[config.mk]
export PLATFORM = sky130hd
export DESIGN_NAME = cmp_lgez_seq_ctrl_flat
export DESIGN_NICKNAME = d
export VERILOG_FILES = /design/src/rtl/cmp_lgez_seq_ctrl_if.sv /design/src/rtl/cmp_lgez_seq_ctrl.sv /design/src/flat_wrapper.sv
export SDC_FILE = /design/constraint.sdc
export NUM_CORES = 1
export LEC_CHECK = 0
export ABC_AREA = 1
export BUFFER_PORTS_ARGS = -buffer_cell sky130_fd_sc_hd__buf_2
export CORE_MARGIN = 2
export CORE_UTILIZATION = 39
export DETAILED_ROUTE_END_ITERATION = 8
export GPL_ROUTABILITY_DRIVEN = 0
export PLACE_DENSITY_LB_ADDON = 0.05
export SYNTH_ARGS = -nofsm -noshare
export SYNTH_HDL_FRONTEND = slang
export SYNTH_SLANG_ARGS = --single-unit
[constraint.sdc]
create_clock -name i_clk -period 7.6 [get_ports i_clk]
set_input_delay 1.52 -clock i_clk [delete_from_list [all_inputs] [get_ports i_clk]]
set_output_delay 1.52 -clock i_clk [all_outputs]
set_load 0.1 [all_outputs]
[src/rtl/cmp_lgez_seq_ctrl_if.sv]
// Operand/result handshake bundle for the sequential LGEZ comparator.
// The slave side is the comparator; the master side is the operand source
// together with the result consumer.
interface cmp_lgez_seq_ctrl_if #(
  parameter int p_WIDTH = 8,
  parameter int p_SLICE = 2
);
  localparam int c_N     = p_WIDTH / p_SLICE;
  localparam int c_CYC_W = $clog2(c_N) + 1;

  logic               i_valid;
  logic               o_ready;
  logic [p_WIDTH-1:0] i_x;
  logic [p_WIDTH-1:0] i_y;
  logic               o_valid;
  logic               i_ready;
  logic [1:0]         o_code;
  logic [c_CYC_W-1:0] o_cycles;

  modport slave (
    input  i_valid, i_x, i_y, i_ready,
    output o_ready, o_valid, o_code, o_cycles
  );

  modport master (
    output i_valid, i_x, i_y, i_ready,
    input  o_ready, o_valid, o_code, o_cycles
  );
endinterface

[src/rtl/cmp_lgez_seq_ctrl.sv]
// Sequential wide comparator: one p_SLICE-bit LGEZ slice is reused over
// several cycles, most significant slice first. The running code in acc
// reproduces what a full-width comparator would report:
//   00 both zero, 11 equal and non-zero, 01 x<y, 10 x>y.
// Once acc is 01/10 the answer is fixed, because lower slices cannot
// override a difference found in a higher slice; p_EARLY exploits that.
module cmp_lgez_seq_ctrl #(
  parameter int p_WIDTH = 8,
  parameter int p_SLICE = 2,
  parameter int p_EARLY = 1
) (
  input logic               i_clk,
  input logic               i_rst,
  cmp_lgez_seq_ctrl_if.slave bus
);

  localparam int c_N     = p_WIDTH / p_SLICE;
  localparam int c_IDX_W = (c_N > 1) ? $clog2(c_N) : 1;
  localparam int c_CYC_W = $clog2(c_N) + 1;

  typedef enum logic [1:0] {
    ST_IDLE = 2'd0,
    ST_RUN  = 2'd1,
    ST_DONE = 2'd2
  } state_t;

  // One LGEZ slice compare of two unsigned p_SLICE-bit fields.
  function automatic logic [1:0] slice_code(input logic [p_SLICE-1:0] a,
                                            input logic [p_SLICE-1:0] b);
    logic [1:0] r;
    if (a < b) begin
      r = 2'b01;
    end else if (a > b) begin
      r = 2'b10;
    end else if (a == {p_SLICE{1'b0}}) begin
      r = 2'b00;
    end else begin
      r = 2'b11;
    end
    return r;
  endfunction

  // Fold one slice result into the accumulated code; a decided LESS or
  // GREATER from a more significant slice is sticky.
  function automatic logic [1:0] merge_code(input logic [1:0] acc,
                                            input logic [1:0] s);
    logic [1:0] r;
    if ((acc == 2'b01) || (acc == 2'b10)) begin
      r = acc;
    end else if ((s == 2'b01) || (s == 2'b10)) begin
      r = s;
    end else if ((acc == 2'b11) || (s == 2'b11)) begin
      r = 2'b11;
    end else begin
      r = 2'b00;
    end
    return r;
  endfunction

  state_t             state_q,  state_d;
  logic [p_WIDTH-1:0] x_q,      x_d;
  logic [p_WIDTH-1:0] y_q,      y_d;
  logic [1:0]         acc_q,    acc_d;
  logic [c_IDX_W-1:0] idx_q,    idx_d;
  logic [1:0]         code_q,   code_d;
  logic [c_CYC_W-1:0] cycles_q, cycles_d;
  logic               valid_q,  valid_d;
  logic               ready_q,  ready_d;

  logic [p_WIDTH-1:0] x_shift_s;
  logic [p_WIDTH-1:0] y_shift_s;
  logic [p_SLICE-1:0] x_slice_s;
  logic [p_SLICE-1:0] y_slice_s;
  logic [1:0]         slice_s;
  logic [1:0]         merged_s;
  logic               last_s;
  logic               decided_s;

  // Select the current slice (MSB first) and compute its merged code.
  always_comb begin
    x_shift_s = x_q << (idx_q * p_SLICE);
    y_shift_s = y_q << (idx_q * p_SLICE);
    x_slice_s = x_shift_s[p_WIDTH-1 -: p_SLICE];
    y_slice_s = y_shift_s[p_WIDTH-1 -: p_SLICE];
    slice_s   = slice_code(x_slice_s, y_slice_s);
    merged_s  = merge_code(acc_q, slice_s);
    last_s    = (idx_q == c_IDX_W'(c_N - 1));
    decided_s = (merged_s == 2'b01) || (merged_s == 2'b10);
  end

  // Next-state logic for the IDLE/RUN/DONE sequencer and its datapath.
  always_comb begin
    state_d  = state_q;
    x_d      = x_q;
    y_d      = y_q;
    acc_d    = acc_q;
    idx_d    = idx_q;
    code_d   = code_q;
    cycles_d = cycles_q;

    case (state_q)
      ST_IDLE: begin
        if (bus.i_valid && ready_q) begin
          x_d     = bus.i_x;
          y_d     = bus.i_y;
          acc_d   = 2'b00;
          idx_d   = {c_IDX_W{1'b0}};
          state_d = ST_RUN;
        end else begin
          state_d = ST_IDLE;
        end
      end

      ST_RUN: begin
        acc_d = merged_s;
        if (last_s || ((p_EARLY != 0) && decided_s)) begin
          state_d  = ST_DONE;
          code_d   = merged_s;
          cycles_d = c_CYC_W'(idx_q) + c_CYC_W'(1);
        end else begin
          state_d = ST_RUN;
          idx_d   = idx_q + c_IDX_W'(1);
        end
      end

      ST_DONE: begin
        if (bus.i_ready) begin
          state_d = ST_IDLE;
        end else begin
          state_d = ST_DONE;
        end
      end

      default: begin
        state_d = ST_IDLE;
      end
    endcase

    // Handshake flags follow the state being entered so they are registered.
    ready_d = (state_d == ST_IDLE);
    valid_d = (state_d == ST_DONE);
  end

  // State and datapath registers; reset drops any transaction in flight.
  always_ff @(posedge i_clk) begin
    if (i_rst) begin
      state_q  <= ST_IDLE;
      x_q      <= {p_WIDTH{1'b0}};
      y_q      <= {p_WIDTH{1'b0}};
      acc_q    <= 2'b00;
      idx_q    <= {c_IDX_W{1'b0}};
      code_q   <= 2'b00;
      cycles_q <= {c_CYC_W{1'b0}};
      valid_q  <= 1'b0;
      ready_q  <= 1'b1;
    end else begin
      state_q  <= state_d;
      x_q      <= x_d;
      y_q      <= y_d;
      acc_q    <= acc_d;
      idx_q    <= idx_d;
      code_q   <= code_d;
      cycles_q <= cycles_d;
      valid_q  <= valid_d;
      ready_q  <= ready_d;
    end
  end

  assign bus.o_ready  = ready_q;
  assign bus.o_valid  = valid_q;
  assign bus.o_code   = code_q;
  assign bus.o_cycles = cycles_q;

endmodule

[src/flat_wrapper.sv]
// flat-port wrapper written by rule: the top's interface ports become plain ports
module cmp_lgez_seq_ctrl_flat 
#(
  parameter int p_WIDTH = 8,
  parameter int p_SLICE = 2,
  parameter int p_EARLY = 1
)
  (i_clk, i_rst, bus_i_valid, bus_i_x, bus_i_y, bus_i_ready, bus_o_ready, bus_o_valid, bus_o_code, bus_o_cycles);
  cmp_lgez_seq_ctrl_if #(.p_WIDTH(p_WIDTH), .p_SLICE(p_SLICE)) bus_i ();
  input logic i_clk;
  input logic i_rst;
  input wire logic [$bits(bus_i.i_valid)-1:0] bus_i_valid;
  input wire logic [$bits(bus_i.i_x)-1:0] bus_i_x;
  input wire logic [$bits(bus_i.i_y)-1:0] bus_i_y;
  input wire logic [$bits(bus_i.i_ready)-1:0] bus_i_ready;
  output wire logic [$bits(bus_i.o_ready)-1:0] bus_o_ready;
  output wire logic [$bits(bus_i.o_valid)-1:0] bus_o_valid;
  output wire logic [$bits(bus_i.o_code)-1:0] bus_o_code;
  output wire logic [$bits(bus_i.o_cycles)-1:0] bus_o_cycles;
  assign bus_i.i_valid = bus_i_valid;
  assign bus_i.i_x = bus_i_x;
  assign bus_i.i_y = bus_i_y;
  assign bus_i.i_ready = bus_i_ready;
  assign bus_o_ready = bus_i.o_ready;
  assign bus_o_valid = bus_i.o_valid;
  assign bus_o_code = bus_i.o_code;
  assign bus_o_cycles = bus_i.o_cycles;
  cmp_lgez_seq_ctrl #(.p_WIDTH(p_WIDTH), .p_SLICE(p_SLICE), .p_EARLY(p_EARLY)) u_core (.i_clk(i_clk), .i_rst(i_rst), .bus(bus_i));
endmodule
==> flow_metrics.env, run 1 <==
export IMPL_cap_violations=0
export IMPL_grt_pass1_vias=1190
export IMPL_crit_path_start_kind="flip-flop"
export IMPL_nNetsFinal=242
export IMPL_holdBufCountCts=0
export IMPL_dieWidth_um=65.0
export IMPL_setup_violations=0
export IMPL_fin_tns_setup_ns=0
export IMPL_route_detailed_drc=0
export IMPL_overflow=0
export IMPL_clock_latency_ns=0.28
export IMPL_initial_core_util_pct=40.0
export IMPL_ys_ff_latch=29
export IMPL_pin_count=27
export IMPL_nFillCells=394
export IMPL_grt_use_met1_pct=19.8
export IMPL_synth_area_top_cells="dfxtp_1 40%, nor2_1 13%, o21ai_0 6.5%"
export IMPL_clock_path_buffers=2
export IMPL_yosys_area_top_type="dfxtp_1"
export IMPL_cts_tree="yes"
export IMPL_synth_commonest_cells="49 x nor2_1, 29 x dfxtp_1, 21 x nand2_1, 19 x o21ai_0, 14 x inv_1"
export IMPL_max_clock_freq_ghz=0.310
export IMPL_cp_required_ns=7.78
export IMPL_grt_pass1_wl_mm=5.11
export IMPL_grt_max_degree=22
export IMPL_critPathKind="flip-flop to flip-flop"
export IMPL_drtIter0Drc=64
export IMPL_ant_nets=0
export IMPL_layout_drive_gt1_share_pct=26.7
export IMPL_run_status="finished clean"
export IMPL_avgSynthCellArea_um2=7.65
export IMPL_antenna_found_initial=0
export IMPL_final_hold_violation_count=0
export IMPL_synth_seq_area_share_pct=40.0
export IMPL_dr_pass1_iters=4
export IMPL_yosysWarnings=0
export IMPL_min_from="u_core.bus.o_cycles[2]"
export IMPL_clock_sinks=29
export IMPL_setup_ws_ns=4.37
export IMPL_startpoint="u_core.idx_q[0]"
export IMPL_syn_area_mm2=0.00145
export IMPL_portBuffers=26
export IMPL_grt_most_used_layer="met2"
export IMPL_slew_viol_final=0
export IMPL_hp_class="flip-flop to flip-flop"
export IMPL_cts_repair_resized=0
export IMPL_synth_distinct_cells=29
export IMPL_period_share_pct=42.5
export IMPL_cp_data_arrival_time_ns=3.41
export IMPL_synth_edf_count=0
export IMPL_cts_buffers=5
export IMPL_met3_usage_pct=4.69
export IMPL_cts_max_level=2
export IMPL_synth_fp_nets=215
export IMPL_via_per_inst=4.75
export IMPL_worstMarginPinSlew_ns=0.702
export IMPL_crit_fanout=11
export IMPL_path_clk_slew_ns=0.06
export IMPL_grt_setup_unrepaired="no"
export IMPL_core_area_mm2=0.00363
export IMPL_r2r_start="u_core.idx_q[0]"
export IMPL_min_period_ns=3.23
export IMPL_dp_hpwl_mm=2.26
export IMPL_num_vias=1259
export IMPL_root_buffer="clkbuf_8"
export IMPL_wl_mm=3.03
export IMPL_n_antenna_cell=0
export IMPL_cts_setup_buffers=0
export IMPL_relSlewSlack_pct=53.0
export IMPL_dp_slack_ns=4.25
export IMPL_grt_use_total_pct=16.0
export IMPL_syn2layout_area_growth_pct=16.5
export IMPL_syn_instance_count=190
export IMPL_finalClockSkew_ns=0.00309
export IMPL_ys_flop_type="dfxtp_1"
export IMPL_critPathCaptureType="flip-flop"
export IMPL_synthArstFlopShare_pct=0
export IMPL_die_area_mm2=0.00423
export IMPL_die_h_um=65.0
export IMPL_yosysTopAreaCellShare_pct=40.0
export IMPL_grt_util_met2_pct=26.2
export IMPL_rows=22
export IMPL_routedWlPerCell_um=11.4
export IMPL_yosysMostFrequentCell="nor2_1"
-- final cells by class --
cell class,count,area (um2),area share (%)
tap,48,60.1,3.55
sequential,29,581,34.3
inverter,17,73.8,4.36
multi-input combinational,138,761,45.0
clock buffer,7,86.3,5.10
timing repair buffer,26,130,7.69
-- registers in the layout (all words and copies together) (netlist names) --
name                 cells
u_core.bus.o_code        2
u_core.y_q               8
u_core.bus.o_cycles      3
u_core.acc_q             2
u_core.bus.o_ready       1
u_core.state_q           2
u_core.idx_q             2
u_core.x_q               8
u_core.bus.o_valid       1
-- metrics by stage --
step | utilization [%] | instance area, um2 | instances | hold slack [ns]
floorplan | - | 1450 | 190 | 0.449
global placement | 44.2 | 1610 | 258 | 0.451
detailed placement | 44.2 | 1610 | 258 | 0.461
CTS | 46.6 | 1690 | 265 | 0.471
global route | 46.6 | 1690 | 265 | 0.490
finish | 46.6 | 1690 | 265 | 0.467
-- critical path, stage by stage, from the launching register on --
cell	delay [ns]
dfxtp_1	0.63
inv_6	0.10
nand2_1	0.08
nand3_1	0.08
nand2_2	0.12
inv_1	0.05
ha_1	0.29
inv_1	0.05
o21bai_2	0.20
nand2_2	0.10
ha_1	0.35
nor2_1	0.07
nor2_1	0.29
a21oi_2	0.16
nand2_4	0.11
nand3_4	0.10
nand2_8	0.12
clkinv_4	0.07
nor2_1	0.09
nor2_1	0.05
-- final timing paths --
| path | slack, ns | to | cells past startpoint |
|---|---|---|---|
| max | 4.37 | u_core.bus.o_cycles[0] | 19 |
| min | 0.47 | u_core.bus.o_cycles[2] | 2 |
| max reg2reg | 4.37 | u_core.bus.o_cycles[0] | 19 |
| min reg2reg | 0.47 | u_core.bus.o_cycles[2] | 2 |
-- cell usage in the layout, fill, tap and decap left out, drive strengths merged --
cell | synthesis | routed
a21oi | 8 | 8
a32o | 1 | 1
buf | 2 | 26
clkbuf | 4 | 7
clkinv | 2 | 2
dfxtp | 29 | 29
ha | 5 | 5
inv | 15 | 15
nand2 | 33 | 33
nand3 | 9 | 9
nand3b | 1 | 1
nand4 | 2 | 2
nor2 | 53 | 53
o21ai | 23 | 23
o21bai | 1 | 1
o22ai | 1 | 1
or2 | 1 | 1
-- routing by layer --
layer / up-vias / routed length [um]
li1: 663 / -
met2: 24 / 1410
met5: - / 0
met3: 7 / 144
met4: 0 / 57
met1: 565 / 1420
-- kinds of logic (layout without fill, tap and decap cells) --
| family | after synthesis | in the layout | synth area share (%) |
|---|---|---|---|
| adder cells (fa/ha/maj) | 5 | 5 | 4.31 |
| buffers and inverters | 23 | 50 | 7.67 |
| AO/OA/AOI/OAI | 34 | 34 | 13.6 |
| AND/OR/NAND/NOR | 99 | 99 | 34.5 |
| flip-flops | 29 | 29 | 40.0 |
Power of run 1 is not shown: default switching activity piles up to over one toggle a cycle in this logic, so the estimate is an artifact.
==> inputs of run 2 (changes only) <==
clock period = 3.25 ns   (was 7.6 ns; I/O delays follow)
==> run 2 against run 1 <==
Compared with the run above:
- design area is 2.9% higher
- final cell count increased by 1.1%
- critical path depth decreased by 1
- wire length fell by 3.1%
- clock-buffer cell count unchanged
==> flow_metrics.env, run 2 (same netlist as run 1, synthesis figures left out) <==
export IMPL_relSlewSlack_pct=53.8
export IMPL_final_cell_mix="48 x nor2_1, 28 x dfxtp_1, 26 x buf_2"
export IMPL_r2r_start="u_core.idx_q[0]"
export IMPL_setup_violations=0
export IMPL_clock_sinks=29
export IMPL_drtIter0Drc=30
export IMPL_ant_nets=0
export IMPL_via_per_inst=4.66
export IMPL_grt_pass1_vias=1194
export IMPL_grt_max_degree=22
export IMPL_reg2reg_depth=18
export IMPL_antenna_found_initial=0
export IMPL_cp_data_arrival_time_ns=3.07
export IMPL_final_hold_violation_count=0
export IMPL_fin_tns_setup_ns=0
export IMPL_cts_setup_buffers=0
export IMPL_worstMarginPinSlew_ns=0.690
export IMPL_max_clock_freq_ghz=0.345
export IMPL_syn2layout_area_growth_pct=19.8
export IMPL_min_period_ns=2.90
export IMPL_rows=22
export IMPL_grt_use_total_pct=15.3
export IMPL_initial_core_util_pct=40.0
export IMPL_grt_pass1_wl_mm=5.00
export IMPL_slew_viol_final=0
export IMPL_cts_max_level=2
export IMPL_crit_path_start_kind="flip-flop"
export IMPL_critPathCaptureType="flip-flop"
export IMPL_period_share_pct=89.2
export IMPL_root_buffer="clkbuf_8"
export IMPL_final_common_cell="nor2_1"
export IMPL_overflow=0
export IMPL_finalClockSkew_ns=0.00605
export IMPL_startpoint="u_core.idx_q[0]"
export IMPL_layout_drive_gt1_share_pct=28.6
export IMPL_pin_count=27
export IMPL_die_area_mm2=0.00423
export IMPL_n_antenna_cell=0
export IMPL_clock_latency_ns=0.28
export IMPL_run_status="finished clean"
export IMPL_path_clk_slew_ns=0.06
export IMPL_clock_path_buffers=2
export IMPL_cts_buffers=5
export IMPL_hp_class="flip-flop to flip-flop"
export IMPL_r2r_setup_slack_ns=0.35
export IMPL_holdBufCountCts=0
export IMPL_nNetsFinal=244
export IMPL_final_area_mm2=0.00174
export IMPL_portBuffers=26
export IMPL_core_area_mm2=0.00363
export IMPL_cp_required_ns=3.42
export IMPL_wl_mm=2.93
export IMPL_num_vias=1249
export IMPL_cap_violations=0
export IMPL_routedWlPerCell_um=10.9
export IMPL_die_h_um=65.0
export IMPL_dp_hpwl_mm=2.26
export IMPL_dieWidth_um=65.0
export IMPL_critPathKind="flip-flop to flip-flop"
export IMPL_cts_repair_resized=0
export IMPL_placed_cell_area_mm2=0.00162
export IMPL_endpoint="u_core.bus.o_cycles[1]"
export IMPL_r2r_end="u_core.bus.o_cycles[1]"
export IMPL_grt_setup_unrepaired="no"
export IMPL_cts_tree="yes"
export IMPL_route_detailed_drc=0
export IMPL_dr_pass1_iters=4
export IMPL_crit_fanout=11
[run 2: changes by cell type in the layout (fill, tap and decap cells not counted), sizes merged]
cell | previous run | this run
bufinv | 0 | 1
buf | 26 | 28
[run 2: worst min-delay path by stage]
stage                           startpoint                      to  slack, ns  depth (start not counted)
floorplan                    u_core.y_q[2]           u_core.y_q[2]       0.45                          2
global placement    u_core.bus.o_cycles[2]  u_core.bus.o_cycles[2]       0.46                          2
detailed placement  u_core.bus.o_cycles[2]  u_core.bus.o_cycles[2]       0.46                          2
CTS                 u_core.bus.o_cycles[2]  u_core.bus.o_cycles[2]       0.48                          2
global route        u_core.bus.o_cycles[2]  u_core.bus.o_cycles[2]       0.50                          2
finish              u_core.bus.o_cycles[2]  u_core.bus.o_cycles[2]       0.47                          2
[run 2: area by class of cell]
| type | instances | area (um2) |
|---|---|---|
| timing repair buffer | 28 | 145 |
| clock inverter | 1 | 30.0 |
| multi-input combinational | 138 | 763 |
| fill | 406 | 1890 |
| tap | 48 | 60.1 |
| inverter | 17 | 73.8 |
| clock buffer | 7 | 86.3 |
| sequential | 29 | 582 |
[run 2: layer usage]
metal	global-route usage, %	vias to the layer above	share of wire [%]
met5	0	-	0
met4	3.91	0	0.99
met3	5.21	4	4.6
met2	25.0	21	45
met1	19.4	559	49
li1	-	665	-
[run 2: through the flow]
stage	instances	util (%)	worst slack, ns	hold WS (ns)
2_1_floorplan	190	-	0.547	0.449
3_3_place_gp	260	44.6	0.239	0.462
3_5_place_dp	260	44.6	0.138	0.462
4_1_cts	268	47.8	0.120	0.476
5_1_grt	268	47.9	0.100	0.496
6_report	268	47.9	0.351	0.467
[run 2: worst max-delay path, stage by stage, from the launching register on]
cell and delay (ns):
dfxtp_2 0.47, inv_6 0.08, nand2_1 0.07, nand3_1 0.09, nand2_2 0.12, inv_1 0.05, ha_1 0.29, inv_1 0.05
o21bai_2 0.18, nand2_2 0.09, ha_1 0.35, nor2_1 0.14, nor2_2 0.08, a21oi_2 0.24, nand2_4 0.08, nand3_4 0.10
nand2_8 0.09, o21ai_1 0.17, nor2_1 0.05
Power of run 2 is left out for the same reason.
==> inputs of run 3 (changes only) <==
CORE_MARGIN = default   (was 2)
PLACE_DENSITY = 0.65   (was default)
PLACE_DENSITY_LB_ADDON = default   (was 0.05)
==> run 3 against run 2 <==
Compared with the run above:
- wire length decreased by 8.1%
- clock-buffer cell count unchanged
- worst setup slack about the same
- register-to-register slack about the same
- first-iteration DRC count decreased by 10%
- non-clock buffer count increased by 1
- critical path depth unchanged
- clock skew decreased by 0.0013 ns
==> flow_metrics.env, run 3 (same netlist as run 1, synthesis figures left out) <==
export IMPL_run_status="finished clean"
export IMPL_clock_sinks=29
export IMPL_whs_ns=0.467
export IMPL_max_clock_freq_ghz=0.345
export IMPL_pin_count=27
export IMPL_clock_latency_ns=0.28
export IMPL_final_common_cell="nor2_1"
export IMPL_cap_violations=0
export IMPL_holdBufCountCts=0
export IMPL_finalClockSkew_ns=0.00471
export IMPL_cp_required_ns=3.42
export IMPL_grt_setup_unrepaired="no"
export IMPL_grt_use_total_pct=16.4
export IMPL_rows=21
export IMPL_dr_pass1_iters=4
export IMPL_slew_viol_final=0
export IMPL_grt_pass1_vias=1168
export IMPL_hp_class="flip-flop to flip-flop"
export IMPL_cts_tree="yes"
export IMPL_critPathKind="flip-flop to flip-flop"
export IMPL_dieWidth_um=63.0
export IMPL_grt_max_degree=22
export IMPL_cts_setup_buffers=0
export IMPL_cts_max_level=2
export IMPL_n_antenna_cell=0
export IMPL_path_clk_slew_ns=0.06
export IMPL_worstMarginPinSlew_ns=0.703
export IMPL_overflow=0
export IMPL_crit_fanout=8
export IMPL_setup_ws_ns=0.350
export IMPL_portBuffers=26
export IMPL_dp_hpwl_mm=2.01
export IMPL_via_per_inst=4.69
export IMPL_dp_slack_ns=0.313
export IMPL_route_detailed_drc=0
export IMPL_period_share_pct=89.2
export IMPL_final_cell_mix="48 x nor2_1, 29 x dfxtp_1, 26 x buf_2"
export IMPL_core_area_mm2=0.00344
export IMPL_nNetsFinal=245
export IMPL_initial_core_util_pct=42.2
export IMPL_min_period_ns=2.90
export IMPL_drtIter0Drc=27
export IMPL_grt_pass1_wl_mm=5.00
export IMPL_wl_mm=2.70
export IMPL_final_hold_violation_count=0
export IMPL_ant_nets=0
export IMPL_root_buffer="clkbuf_8"
export IMPL_clock_path_buffers=2
export IMPL_layout_drive_gt1_share_pct=28.2
export IMPL_setup_violations=0
export IMPL_routedWlPerCell_um=10.1
export IMPL_die_area_mm2=0.00397
export IMPL_crit_path_start_kind="flip-flop"
export IMPL_cts_repair_resized=0
export IMPL_relSlewSlack_pct=52.9
export IMPL_syn2layout_area_growth_pct=18.0
export IMPL_cp_data_arrival_time_ns=3.07
export IMPL_finish_utilization_pct=49.8
export IMPL_fin_tns_setup_ns=0
export IMPL_num_vias=1247
export IMPL_antenna_found_initial=0
export IMPL_critPathCaptureType="flip-flop"
export IMPL_cts_buffers=5
export IMPL_die_h_um=63.0
## run 3: metrics by stage
| stage | cells | instance area (um2) |
|---|---|---|
| finish | 266 | 1710 |
| global route | 266 | 1710 |
| global placement | 259 | 1630 |
| detailed placement | 259 | 1630 |
| CTS | 266 | 1710 |
| floorplan | 190 | 1450 |
## run 3: area by class of cell
class | instances | area (um2)
fill | 362 | 1730
inverter | 17 | 73.8
sequential | 29 | 581
timing repair buffer | 29 | 153
tap | 46 | 57.6
clock buffer | 7 | 86.3
multi-input combinational | 138 | 763
## run 3: worst paths after layout
check | start | cells after the start | slack [ns] | endpoint
setup / recovery | u_core.idx_q[0] | 18 | 0.35 | u_core.idx_q[0]
hold / removal | u_core.bus.o_cycles[2] | 2 | 0.47 | u_core.bus.o_cycles[2]
setup reg to reg | u_core.idx_q[0] | 18 | 0.35 | u_core.idx_q[0]
hold reg to reg | u_core.bus.o_cycles[2] | 2 | 0.47 | u_core.bus.o_cycles[2]
## run 3: routing by layer
| layer | part of all wire (%) | GRT usage, % |
|---|---|---|
| met1 | 49 | 19.1 |
| met2 | 45 | 26.2 |
| met3 | 3.6 | 5.66 |
| met4 | 2.4 | 8.72 |
| met5 | 0 | 0 |
## run 3: worst max-delay path, cell delays in order, from the launching register on
cell and delay [ns]:
dfxtp_1 0.37, buf_4 0.19, nand2_1 0.05, nand3_1 0.08
nand2_2 0.12, inv_1 0.05, ha_1 0.29, inv_1 0.05
o21bai_2 0.18, nand2_2 0.09, ha_1 0.35, nor2_1 0.15
nor2_2 0.08, a21oi_2 0.24, nand2_4 0.09, nand3_4 0.11
nor2_1 0.07, o21ai_0 0.19, nor2_2 0.05
Power of run 3 is left out for the same reason.
